<file path="config.mk">
export PLATFORM = sky130hd
export DESIGN_NAME = cond_exec_unit_flat
export DESIGN_NICKNAME = d
export VERILOG_FILES = /design/src/rtl/cond_exec_if.sv /design/src/rtl/cond_exec_unit.sv /design/src/flat_wrapper.sv
export SDC_FILE = /design/constraint.sdc
export NUM_CORES = 1
export LEC_CHECK = 0
export CAP_MARGIN = 15
export CORE_MARGIN = 4
export CORE_UTILIZATION = 35
export DETAILED_ROUTE_END_ITERATION = 10
export GPL_ROUTABILITY_DRIVEN = 0
export PLACE_DENSITY = 0.69
export SETUP_SLACK_MARGIN = 0.2
export SYNTH_ARGS = -nofsm -noshare
export SYNTH_HDL_FRONTEND = slang
export SYNTH_SLANG_ARGS = --single-unit
export TNS_END_PERCENT = 5
</file>
<file path="constraint.sdc">
create_clock -name clk -period 1.7 [get_ports clk]
set_input_delay 0.34 -clock clk [delete_from_list [all_inputs] [get_ports clk]]
set_output_delay 0.34 -clock clk [all_outputs]
set_load 0.1 [all_outputs]
</file>
<file path="src/rtl/cond_exec_if.sv">
// Bundle between the execute/issue stages and cond_exec_unit: status writes, condition queries, results.
// COND_NV_TRAP_EN adds the per-channel undef result.
interface cond_exec_if #(
   parameter int NUM_CH = 2
);
   logic                  stall;
   logic                  flush;
   logic                  s_we;
   logic [3:0]            s_in;
   logic [3:0]            s_mask;
   logic [NUM_CH-1:0]     q_valid;
   logic [4*NUM_CH-1:0]   q_cond;
   logic [NUM_CH-1:0]     r_valid;
   logic [NUM_CH-1:0]     r_pass;
   logic [3:0]            status;
`ifdef COND_NV_TRAP_EN
   logic [NUM_CH-1:0]     undef;

   modport master (
      output stall, flush, s_we, s_in, s_mask, q_valid, q_cond,
      input  r_valid, r_pass, status, undef
   );
   modport slave (
      input  stall, flush, s_we, s_in, s_mask, q_valid, q_cond,
      output r_valid, r_pass, status, undef
   );
`else
   modport master (
      output stall, flush, s_we, s_in, s_mask, q_valid, q_cond,
      input  r_valid, r_pass, status
   );
   modport slave (
      input  stall, flush, s_we, s_in, s_mask, q_valid, q_cond,
      output r_valid, r_pass, status
   );
`endif
endinterface

</file>
<file path="src/rtl/cond_exec_unit.sv">
// NZCV status register plus NUM_CH pipelined ARM condition-code evaluators with optional flag forwarding.
// COND_NV_TRAP_EN: code 1111 additionally raises undef for that result.
module cond_exec_unit #(
   parameter int NUM_CH = 2,
   parameter int LAT    = 1,
   parameter bit BYPASS = 1'b1
) (
   input logic      clk,
   input logic      rst,
   cond_exec_if.slave bus
);
   logic [3:0]        status_reg;
   logic [3:0]        status_next;
   logic              status_upd;
   logic [3:0]        flags;
   logic [NUM_CH-1:0] pass_w;

   logic [NUM_CH-1:0] v_reg [LAT];
   logic [NUM_CH-1:0] p_reg [LAT];

   function automatic logic cond_eval(input logic [3:0] code, input logic [3:0] f);
      logic n, z, c, v, res;
      {n, z, c, v} = f;
      res = 1'b0;
      case (code)
         4'b0000: res = z;
         4'b0001: res = ~z;
         4'b0010: res = c;
         4'b0011: res = ~c;
         4'b0100: res = n;
         4'b0101: res = ~n;
         4'b0110: res = v;
         4'b0111: res = ~v;
         4'b1000: res = c & ~z;
         4'b1001: res = ~c | z;
         4'b1010: res = (n == v);
         4'b1011: res = (n != v);
         4'b1100: res = ~z & (n == v);
         4'b1101: res = z | (n != v);
         4'b1110: res = 1'b1;
         default: res = 1'b0;
      endcase
      return res;
   endfunction

   assign status_upd  = bus.s_we & ~bus.stall;
   assign status_next = (status_reg & ~bus.s_mask) | (bus.s_in & bus.s_mask);
   // Forwarded flags let a query see the flag write made in the same cycle
   assign flags = (BYPASS && status_upd) ? status_next : status_reg;

   always_ff @(posedge clk) begin
      if (rst)
         status_reg <= 4'b0000;
      else if (status_upd)
         status_reg <= status_next;
   end

   genvar gi;
   generate
      for (gi = 0; gi < NUM_CH; gi++) begin : g_ch
         assign pass_w[gi] = bus.q_valid[gi] & cond_eval(bus.q_cond[4*gi +: 4], flags);
      end
   endgenerate

`ifdef COND_NV_TRAP_EN
   logic [NUM_CH-1:0] u_reg [LAT];
   logic [NUM_CH-1:0] undef_w;

   generate
      for (gi = 0; gi < NUM_CH; gi++) begin : g_nv
         assign undef_w[gi] = bus.q_valid[gi] & (bus.q_cond[4*gi +: 4] == 4'b1111);
      end
   endgenerate
`endif

   // Flush beats stall for the result pipe; stall freezes every stage
   always_ff @(posedge clk) begin
      if (rst || bus.flush) begin
         for (int i = 0; i < LAT; i++) begin
            v_reg[i] <= '0;
            p_reg[i] <= '0;
`ifdef COND_NV_TRAP_EN
            u_reg[i] <= '0;
`endif
         end
      end else if (!bus.stall) begin
         v_reg[0] <= bus.q_valid;
         p_reg[0] <= pass_w;
`ifdef COND_NV_TRAP_EN
         u_reg[0] <= undef_w;
`endif
         for (int i = 1; i < LAT; i++) begin
            v_reg[i] <= v_reg[i-1];
            p_reg[i] <= p_reg[i-1];
`ifdef COND_NV_TRAP_EN
            u_reg[i] <= u_reg[i-1];
`endif
         end
      end
   end

   assign bus.status  = status_reg;
   assign bus.r_valid = v_reg[LAT-1];
   assign bus.r_pass  = v_reg[LAT-1] & p_reg[LAT-1];
`ifdef COND_NV_TRAP_EN
   assign bus.undef   = v_reg[LAT-1] & u_reg[LAT-1];
`endif

endmodule

</file>
<file path="src/flat_wrapper.sv">
// flat-port wrapper written by rule: the top's interface ports become plain ports
module cond_exec_unit_flat 
#(
   parameter int NUM_CH = 2,
   parameter int LAT    = 1,
   parameter bit BYPASS = 1'b1
)
  (clk, rst, bus_stall, bus_flush, bus_s_we, bus_s_in, bus_s_mask, bus_q_valid, bus_q_cond, bus_r_valid, bus_r_pass, bus_status);
  cond_exec_if #(.NUM_CH(NUM_CH)) bus_i ();
  input logic clk;
  input logic rst;
  input wire logic [$bits(bus_i.stall)-1:0] bus_stall;
  input wire logic [$bits(bus_i.flush)-1:0] bus_flush;
  input wire logic [$bits(bus_i.s_we)-1:0] bus_s_we;
  input wire logic [$bits(bus_i.s_in)-1:0] bus_s_in;
  input wire logic [$bits(bus_i.s_mask)-1:0] bus_s_mask;
  input wire logic [$bits(bus_i.q_valid)-1:0] bus_q_valid;
  input wire logic [$bits(bus_i.q_cond)-1:0] bus_q_cond;
  output wire logic [$bits(bus_i.r_valid)-1:0] bus_r_valid;
  output wire logic [$bits(bus_i.r_pass)-1:0] bus_r_pass;
  output wire logic [$bits(bus_i.status)-1:0] bus_status;
  assign bus_i.stall = bus_stall;
  assign bus_i.flush = bus_flush;
  assign bus_i.s_we = bus_s_we;
  assign bus_i.s_in = bus_s_in;
  assign bus_i.s_mask = bus_s_mask;
  assign bus_i.q_valid = bus_q_valid;
  assign bus_i.q_cond = bus_q_cond;
  assign bus_r_valid = bus_i.r_valid;
  assign bus_r_pass = bus_i.r_pass;
  assign bus_status = bus_i.status;
  cond_exec_unit #(.NUM_CH(NUM_CH), .LAT(LAT), .BYPASS(BYPASS)) u_core (.clk(clk), .rst(rst), .bus(bus_i));
endmodule
</file>
==> results of run 1 <==
==> cells in the mapped netlist (3+ instances only) <==
library cell | count | area share [%]
sky130_fd_sc_hd__a21oi_1 | 4 | 2.6
sky130_fd_sc_hd__dfxtp_1 | 4 | 10
sky130_fd_sc_hd__edfxtp_1 | 4 | 15
sky130_fd_sc_hd__inv_1 | 4 | 1.9
sky130_fd_sc_hd__mux2i_4 | 3 | 8.7
sky130_fd_sc_hd__nand2_1 | 6 | 2.9
sky130_fd_sc_hd__nand3b_1 | 4 | 3.9
sky130_fd_sc_hd__nor2_1 | 10 | 4.8
sky130_fd_sc_hd__nor3_1 | 5 | 3.2
sky130_fd_sc_hd__o31ai_1 | 3 | 2.9
==> logic make-up (layout without fill, tap and decap cells) <==
group	after synthesis	after routing	synth area share, %
AND/OR/NAND/NOR	43	43	31.7
AO/OA/AOI/OAI	17	17	16.1
flip-flops	8	8	25.8
buffers and inverters	8	66	5.64
multiplexers	7	7	14.5
XOR/XNOR	4	4	6.28
==> placed cells by master (no fill, tap or decap), types with 3 or more instances in the layout <==
| cell | synthesis | routed |
|---|---|---|
| sky130_fd_sc_hd__mux2i_4 | 3 | 4 |
| sky130_fd_sc_hd__buf_6 | 0 | 8 |
| sky130_fd_sc_hd__nor2_1 | 10 | 10 |
| sky130_fd_sc_hd__inv_1 | 4 | 4 |
| sky130_fd_sc_hd__clkbuf_4 | 0 | 3 |
| sky130_fd_sc_hd__nor3_1 | 5 | 4 |
| sky130_fd_sc_hd__dlygate4sd2_1 | 0 | 4 |
| sky130_fd_sc_hd__edfxtp_1 | 4 | 4 |
| sky130_fd_sc_hd__nand3b_1 | 4 | 4 |
| sky130_fd_sc_hd__nand2_1 | 6 | 6 |
| sky130_fd_sc_hd__a21oi_1 | 4 | 4 |
| sky130_fd_sc_hd__clkdlybuf4s15_1 | 0 | 3 |
| sky130_fd_sc_hd__clkdlybuf4s50_1 | 0 | 13 |
| sky130_fd_sc_hd__buf_4 | 1 | 21 |
| sky130_fd_sc_hd__buf_12 | 0 | 8 |
==> through the flow <==
stage	std cells	hold WS, ps	cell area, um2	worst slack [ps]
4_1_cts	171	571	1470	-89.1
3_5_place_dp	159	586	1320	-746
5_1_grt	172	579	1480	-210
2_1_floorplan	87	403	792	-74.4
3_3_place_gp	159	582	1320	-721
6_report	172	551	1480	-173
==> power groups by stage <==
stage / registers, mW / logic, mW / clock network (mW)
CTS: 0.218 / 0.317 / 0.165
detailed placement: 0.222 / 0.287 / 0
global route: 0.219 / 0.344 / 0.185
finish: 0.218 / 0.324 / 0.172
global placement: 0.222 / 0.283 / 0
floorplan: 0.264 / 0.103 / 0
==> critical path: stages <==
cell                              delay (ps)
sky130_fd_sc_hd__clkdlybuf4s15_1         160
sky130_fd_sc_hd__nand3b_1                140
sky130_fd_sc_hd__mux2i_4                 380
sky130_fd_sc_hd__buf_6                   150
sky130_fd_sc_hd__xor2_2                  180
sky130_fd_sc_hd__nor3b_1                  80
sky130_fd_sc_hd__o31ai_1                 280
sky130_fd_sc_hd__o211ai_1                170
==> routing by layer <==
metal	GRT usage (%)	share of wire, %
met5	0	0
met4	11.3	3.5
met3	3.75	6.5
met2	33.3	50
met1	19.9	40
==> final cells by class <==
type,instances,area share (%)
clock buffer,4,1.78
inverter,4,1.01
multi-input combinational,71,39.6
sequential,8,14.2
tap,27,2.28
timing repair buffer,58,41.1
==> worst max-delay path by stage <==
stage,to,slack (ps),cells past startpoint,startpoint
floorplan,u_core.p_reg[0][1]$_SDFFCE_PN0P_,-70,6,bus_stall
global placement,u_core.p_reg[0][1]$_SDFFCE_PN0P_,-720,7,bus_stall
detailed placement,u_core.p_reg[0][1]$_SDFFCE_PN0P_,-750,7,bus_stall
CTS,u_core.p_reg[0][1]$_SDFFCE_PN0P_,-90,8,bus_stall
global route,u_core.p_reg[0][0]$_SDFFCE_PN0P_,-210,8,bus_s_mask[3]
finish,u_core.p_reg[0][0]$_SDFFCE_PN0P_,-170,8,bus_s_mask[3]
==> what timing repair did <==
action | 4_1_cts | 5_1_grt
hold buffers | 0 | 0
setup buffers | 8 | 1
setup endpoints to repair | 2 | 2
gates resized for setup | 33 | 2
pin swaps | 14 | 2
==> impl_metrics.tcl, run 1 <==
set metrics [dict create \
    outcome "complete, but fails checks" \
    failed_checks "negative setup slack" \
    synthArstFlopShare_pct 0 \
    drt_first_pass_iters 4 \
    grt_pass1_wl_um 3960 \
    maximum_number_of_pins_on_one_net_before_global_route_repair 9 \
    layout_setup_ws_ps -173 \
    worst_hold_startpoint "bus_stall" \
    worst_setup_path_start_kind "input port" \
    slew_headroom_pct 73.7 \
    placement_rows 16 \
    worst_setup_path_end_kind "flop" \
    yosys_warnings 0 \
    insertion_delay_ps 280 \
    die_height_um 55.1 \
    power-per-cell-area_mw_per_mm2 482 \
    worst_setup_hold_path_clk_slew_ps 60 \
    setup_viol_count_final 2 \
    final.setup_skew_ps 9.95 \
    setup_slack_reg_to_reg_ps -50 \
    largest_register_ffs 4 \
    ctsRootBufferMaster "sky130_fd_sc_hd__clkbuf_4" \
    multi_input_comb_area_um2 587 \
    synth_enable_flop_cells 4 \
    critical_path_peak_fanout 5 \
    synth_area_um2 777 \
    vdd_drop_max_mv 0.350 \
    whs_path_depth 3 \
    die-area_mm2 0.00304 \
    cts_buffers 3 \
    report.power.total_uw 714 \
    diodes 0 \
    leftover_overflow_at_the_end_of_global_routing 0 \
    synthToLayoutAreaGrowth_pct 90.5 \
    number_of_standard_cells_after_synthesis 87 \
    worstMarginPinSlew_ps 386 \
    synth.avg_cell_area_um2 8.93 \
    timing_worst_setup_path_type "input port to flop" \
    reg2reg_depth 6 \
    drive_above_1_share_pct 41.4 \
    detailed_place_hpwl_um 1830 \
    drt_iter0_drc 6 \
    max_transition_viols_final 0 \
    cts_htree_levels 1 \
    die_w_um 55.1 \
    seq_power_share_pct 30.6 \
    final-hold-violation-count 0 \
    ant_nets 0 \
    p_int_uw 471 \
    layout_min_cycle_time_ps 1870 \
    remaining_drc_errors 0 \
    grt_antenna_before_repair 0 \
    seq_area_frac_synth_pct 25.8 \
    yosys_register_bits 8 \
    combinationalPowerShare_pct 45.4 \
    track_usage_pct 18.6 \
    io_buffers 30 \
    filler_cell_count 161 \
    ys.flop_type "sky130_fd_sc_hd__edfxtp_1" \
    finalCoreUtilization_pct 72.5 \
    fin_tns_setup_ps -294 \
    power.static_leakage_nw 0.629 \
    regToRegEndpoint "u_core.p_reg[0][0]$_SDFFCE_PN0P_" \
    total_via_count_after_detailed_routing 905 \
    routedWlPerCell_um 14.7 \
    first_global_vias 903 \
    rsz0062_at_grt "yes" \
    cap_violations 0 \
    totalWireLength_um 2530 \
    synth_fp_nets 110 \
    cp.arrival_ps 1870 \
    power.switching_uw 243 \
    yosys.cell_types.count 41 \
    data_required_time_at_the_worst_endpoint_ps 1700 \
    ff_latch_area_um2 210 \
    critical_register_to_register_path_startpoint "u_core.bus.status[3]$_SDFF_PP0_" \
    swShare_pct 34.0 \
    fp.coreArea_mm2 0.00204 \
    ios 31 \
    power.share.clock_pct 24.1 \
    holdPathEnd "u_core.v_reg[0][1]$_SDFFCE_PN0P_" \
    max_clock_buf_depth 2 \
    vias_per_cell 5.26 \
    upper_clock_frequency_limit_mhz 534 \
    worst_hold_path_type "input port to flop" \
    initial_core_util_pct 38.1 \
    num-nets-final 169 \
    min_period_over_period_pct 110 \
    cts_sinks 8 \
    cts_tree "built" \
]
Power figures use the tool's default switching activity.
==> run 2: changes to the inputs <==
--- a/config.mk
+++ b/config.mk
@@ -10,7 +10,8 @@
 export CORE_UTILIZATION = 35
 export DETAILED_ROUTE_END_ITERATION = 10
 export GPL_ROUTABILITY_DRIVEN = 0
-export PLACE_DENSITY = 0.69
+export GPL_TIMING_DRIVEN = 0
+export PLACE_DENSITY = 0.67
 export SETUP_SLACK_MARGIN = 0.2
 export SYNTH_ARGS = -nofsm -noshare
 export SYNTH_HDL_FRONTEND = slang
==> constraint.sdc (replaced) <==
create_clock -name clk -period 2.2 [get_ports clk]
set_input_delay 0.44 -clock clk [delete_from_list [all_inputs] [get_ports clk]]
set_output_delay 0.44 -clock clk [all_outputs]
set_load 0.1 [all_outputs]
==> run 2 against run 1 <==
  * The run now ends clean
  * Non-clock buffer count decreased by 20
  * Clock skew is 7.3 ps lower
  * Sequential share of layout area increased by 2.4 points
  * Cell area shrank 18%
  * Combinational power down 39%
  * Clock power decreased by 30%
  * First-iteration DRC count rose by 17%
  * Sequential power is 23% lower
  * Cell count decreased by 12%
  * Total power decreased by 32%
  * Global-route usage fell by 3.6 points
  * Critical path type is now flop to output port
  * Highest routed layer unchanged
==> impl_metrics.tcl, run 2 (synthesized netlist as in run 1, its figures left out) <==
set metrics [dict create \
    critPathSlowestCell "sky130_fd_sc_hd__dlygate4sd2_1" \
    mostFrequentLayoutCells "sky130_fd_sc_hd__clkdlybuf4s50_1, sky130_fd_sc_hd__nor2_1, sky130_fd_sc_hd__dlygate4sd2_1" \
    largest_register_ffs 4 \
    setup_slack_reg_to_reg_ps 540 \
    report.power.total_uw 483 \
    p_int_uw 321 \
    filler_cell_count 208 \
    drt_first_pass_iters 4 \
    power-per-cell-area_mw_per_mm2 397 \
    insertion_delay_ps 250 \
    power.static_leakage_nw 0.544 \
    grt_pass1_wl_um 3240 \
    worst_setup_hold_path_clk_slew_ps 60 \
    final_cells 152 \
    detailed_place_hpwl_um 1560 \
    seq_power_share_pct 34.5 \
    cap_violations 0 \
    max_transition_viols_final 0 \
    num-nets-final 149 \
    die-area_mm2 0.00304 \
    worstMarginPinSlew_ps 962 \
    drive_above_1_share_pct 24.8 \
    slew_headroom_pct 36.1 \
    placement_rows 16 \
    final-hold-violation-count 0 \
    min_period_over_period_pct 89.9 \
    data_required_time_at_the_worst_endpoint_ps 1760 \
    upper_clock_frequency_limit_mhz 506 \
    critical_path_peak_fanout 2 \
    power.share.clock_pct 24.8 \
    worst_setup_path_end_kind "output port" \
    cts_tree "built" \
    outcome "finished, final reports clean" \
    leftover_overflow_at_the_end_of_global_routing 0 \
    crit_chain "and2_1, dlygate4sd2_1" \
    vias_per_cell 5.24 \
    total_via_count_after_detailed_routing 797 \
    cts_buffers 3 \
    vdd_drop_max_mv 0.222 \
    setup_viol_count_final 0 \
    cp.arrival_ps 1540 \
    mostFrequentLayoutCell "sky130_fd_sc_hd__clkdlybuf4s50_1" \
    timing_worst_setup_path_type "flop to output port" \
    synthToLayoutAreaGrowth_pct 56.7 \
    final.setup_skew_ps 2.67 \
    die_w_um 55.1 \
    routedWlPerCell_um 13.5 \
    max_clock_buf_depth 2 \
    remaining_drc_errors 0 \
    ctsRootBufferMaster "sky130_fd_sc_hd__clkbuf_4" \
    die_height_um 55.1 \
    cts_htree_levels 1 \
    track_usage_pct 15.0 \
    ant_nets 0 \
    finalCoreUtilization_pct 59.6 \
    layout_min_cycle_time_ps 1980 \
    initial_core_util_pct 38.1 \
    rsz0062_at_grt "yes" \
    combinationalPowerShare_pct 40.7 \
    finalInstanceArea_mm2 0.00122 \
    swShare_pct 33.7 \
    crit_buf_inv 1 \
    ios 31 \
    totalWireLength_um 2050 \
    grt_antenna_before_repair 0 \
    timing.critical_path.slowest_cell_delay_ps 840 \
    critical-path-top-delay-family "buffers and inverters" \
    worst_hold_path_type "input port to flop" \
    diodes 0 \
    fp.coreArea_mm2 0.00204 \
    first_global_vias 742 \
    drt_iter0_drc 7 \
    hold_slack_ps 596 \
    power.switching_uw 163 \
    multi_input_comb_area_um2 587 \
    worst_setup_path_start_kind "flop" \
    io_buffers 29 \
    cts_sinks 8 \
    ff_latch_area_um2 203 \
    placement.cell_area_mm2 0.00110 \
    place_inst 143 \
    maximum_number_of_pins_on_one_net_before_global_route_repair 11 \
]
[run 2: cell types whose count changed in the layout (fill, tap and decap cells not counted), sizes merged]
cell,change
buf,-32
clkbuf,+6
clkdlybuf4s15,-3
clkdlybuf4s50,+1
dlygate4sd2,+3
dlymetal6s2s,+5
[run 2: routing by layer]
| metal | global-route usage, % | wire length, um | up-vias |
|---|---|---|---|
| li1 | - | - | 407 |
| met1 | 17.6 | 831 | 365 |
| met2 | 26.2 | 1060 | 21 |
| met3 | 3.49 | 124 | 4 |
| met4 | 6.07 | 35 | 0 |
| met5 | 0 | 0 | - |
[run 2: power by group through the flow]
stage | Clock (mW) | Sequential (mW) | Combinational [mW]
after floorplan | 0 | 0.205 | 0.0793
after global placement | 0 | 0.170 | 0.182
after detailed placement | 0 | 0.170 | 0.185
after CTS | 0.125 | 0.167 | 0.190
after global routing | 0.139 | 0.167 | 0.211
final | 0.120 | 0.167 | 0.197
[run 2: worst paths after layout]
check,startpoint,to,depth (start not counted)
setup / recovery,u_core.v_reg[0][1]$_SDFFCE_PN0P_,bus_r_pass[1],2
setup reg to reg,u_core.bus.status[3]$_SDFF_PP0_,u_core.p_reg[0][1]$_SDFFCE_PN0P_,5
hold / removal,bus_s_in[3],u_core.bus.status[3]$_SDFF_PP0_,3
hold reg to reg,u_core.bus.status[3]$_SDFF_PP0_,u_core.bus.status[3]$_SDFF_PP0_,2
[run 2: area by class of cell]
cell class / count / area share [%]
buffer: 4 / 2.36
clock buffer: 4 / 2.16
inverter: 4 / 1.23
multi-input combinational: 71 / 48.2
sequential: 8 / 16.6
tap: 27 / 2.77
timing repair buffer: 34 / 26.6
[run 2: what timing repair did]
item	in CTS	in global routing
resized for setup	15	17
gates cloned	0	0
hold buffers	0	0
endpoints found under the setup margin	10	5
pin swaps	6	11
setup buffers	3	2
[run 2: worst reg2reg max path: stages (launching register included)]
cell	delay (ps)
sky130_fd_sc_hd__dfxtp_2	330
sky130_fd_sc_hd__mux2i_4	340
sky130_fd_sc_hd__xnor3_1	390
sky130_fd_sc_hd__a31oi_1	140
sky130_fd_sc_hd__a22o_1	170
sky130_fd_sc_hd__a21oi_2	50
[run 2: stage by stage]
stage	TNS [ps]	setup slack [ps]
6_report	0	222
4_1_cts	0	22.8
2_1_floorplan	-23.8	-23.8
5_1_grt	0	141
3_5_place_dp	-893	-450
3_3_place_gp	-902	-456
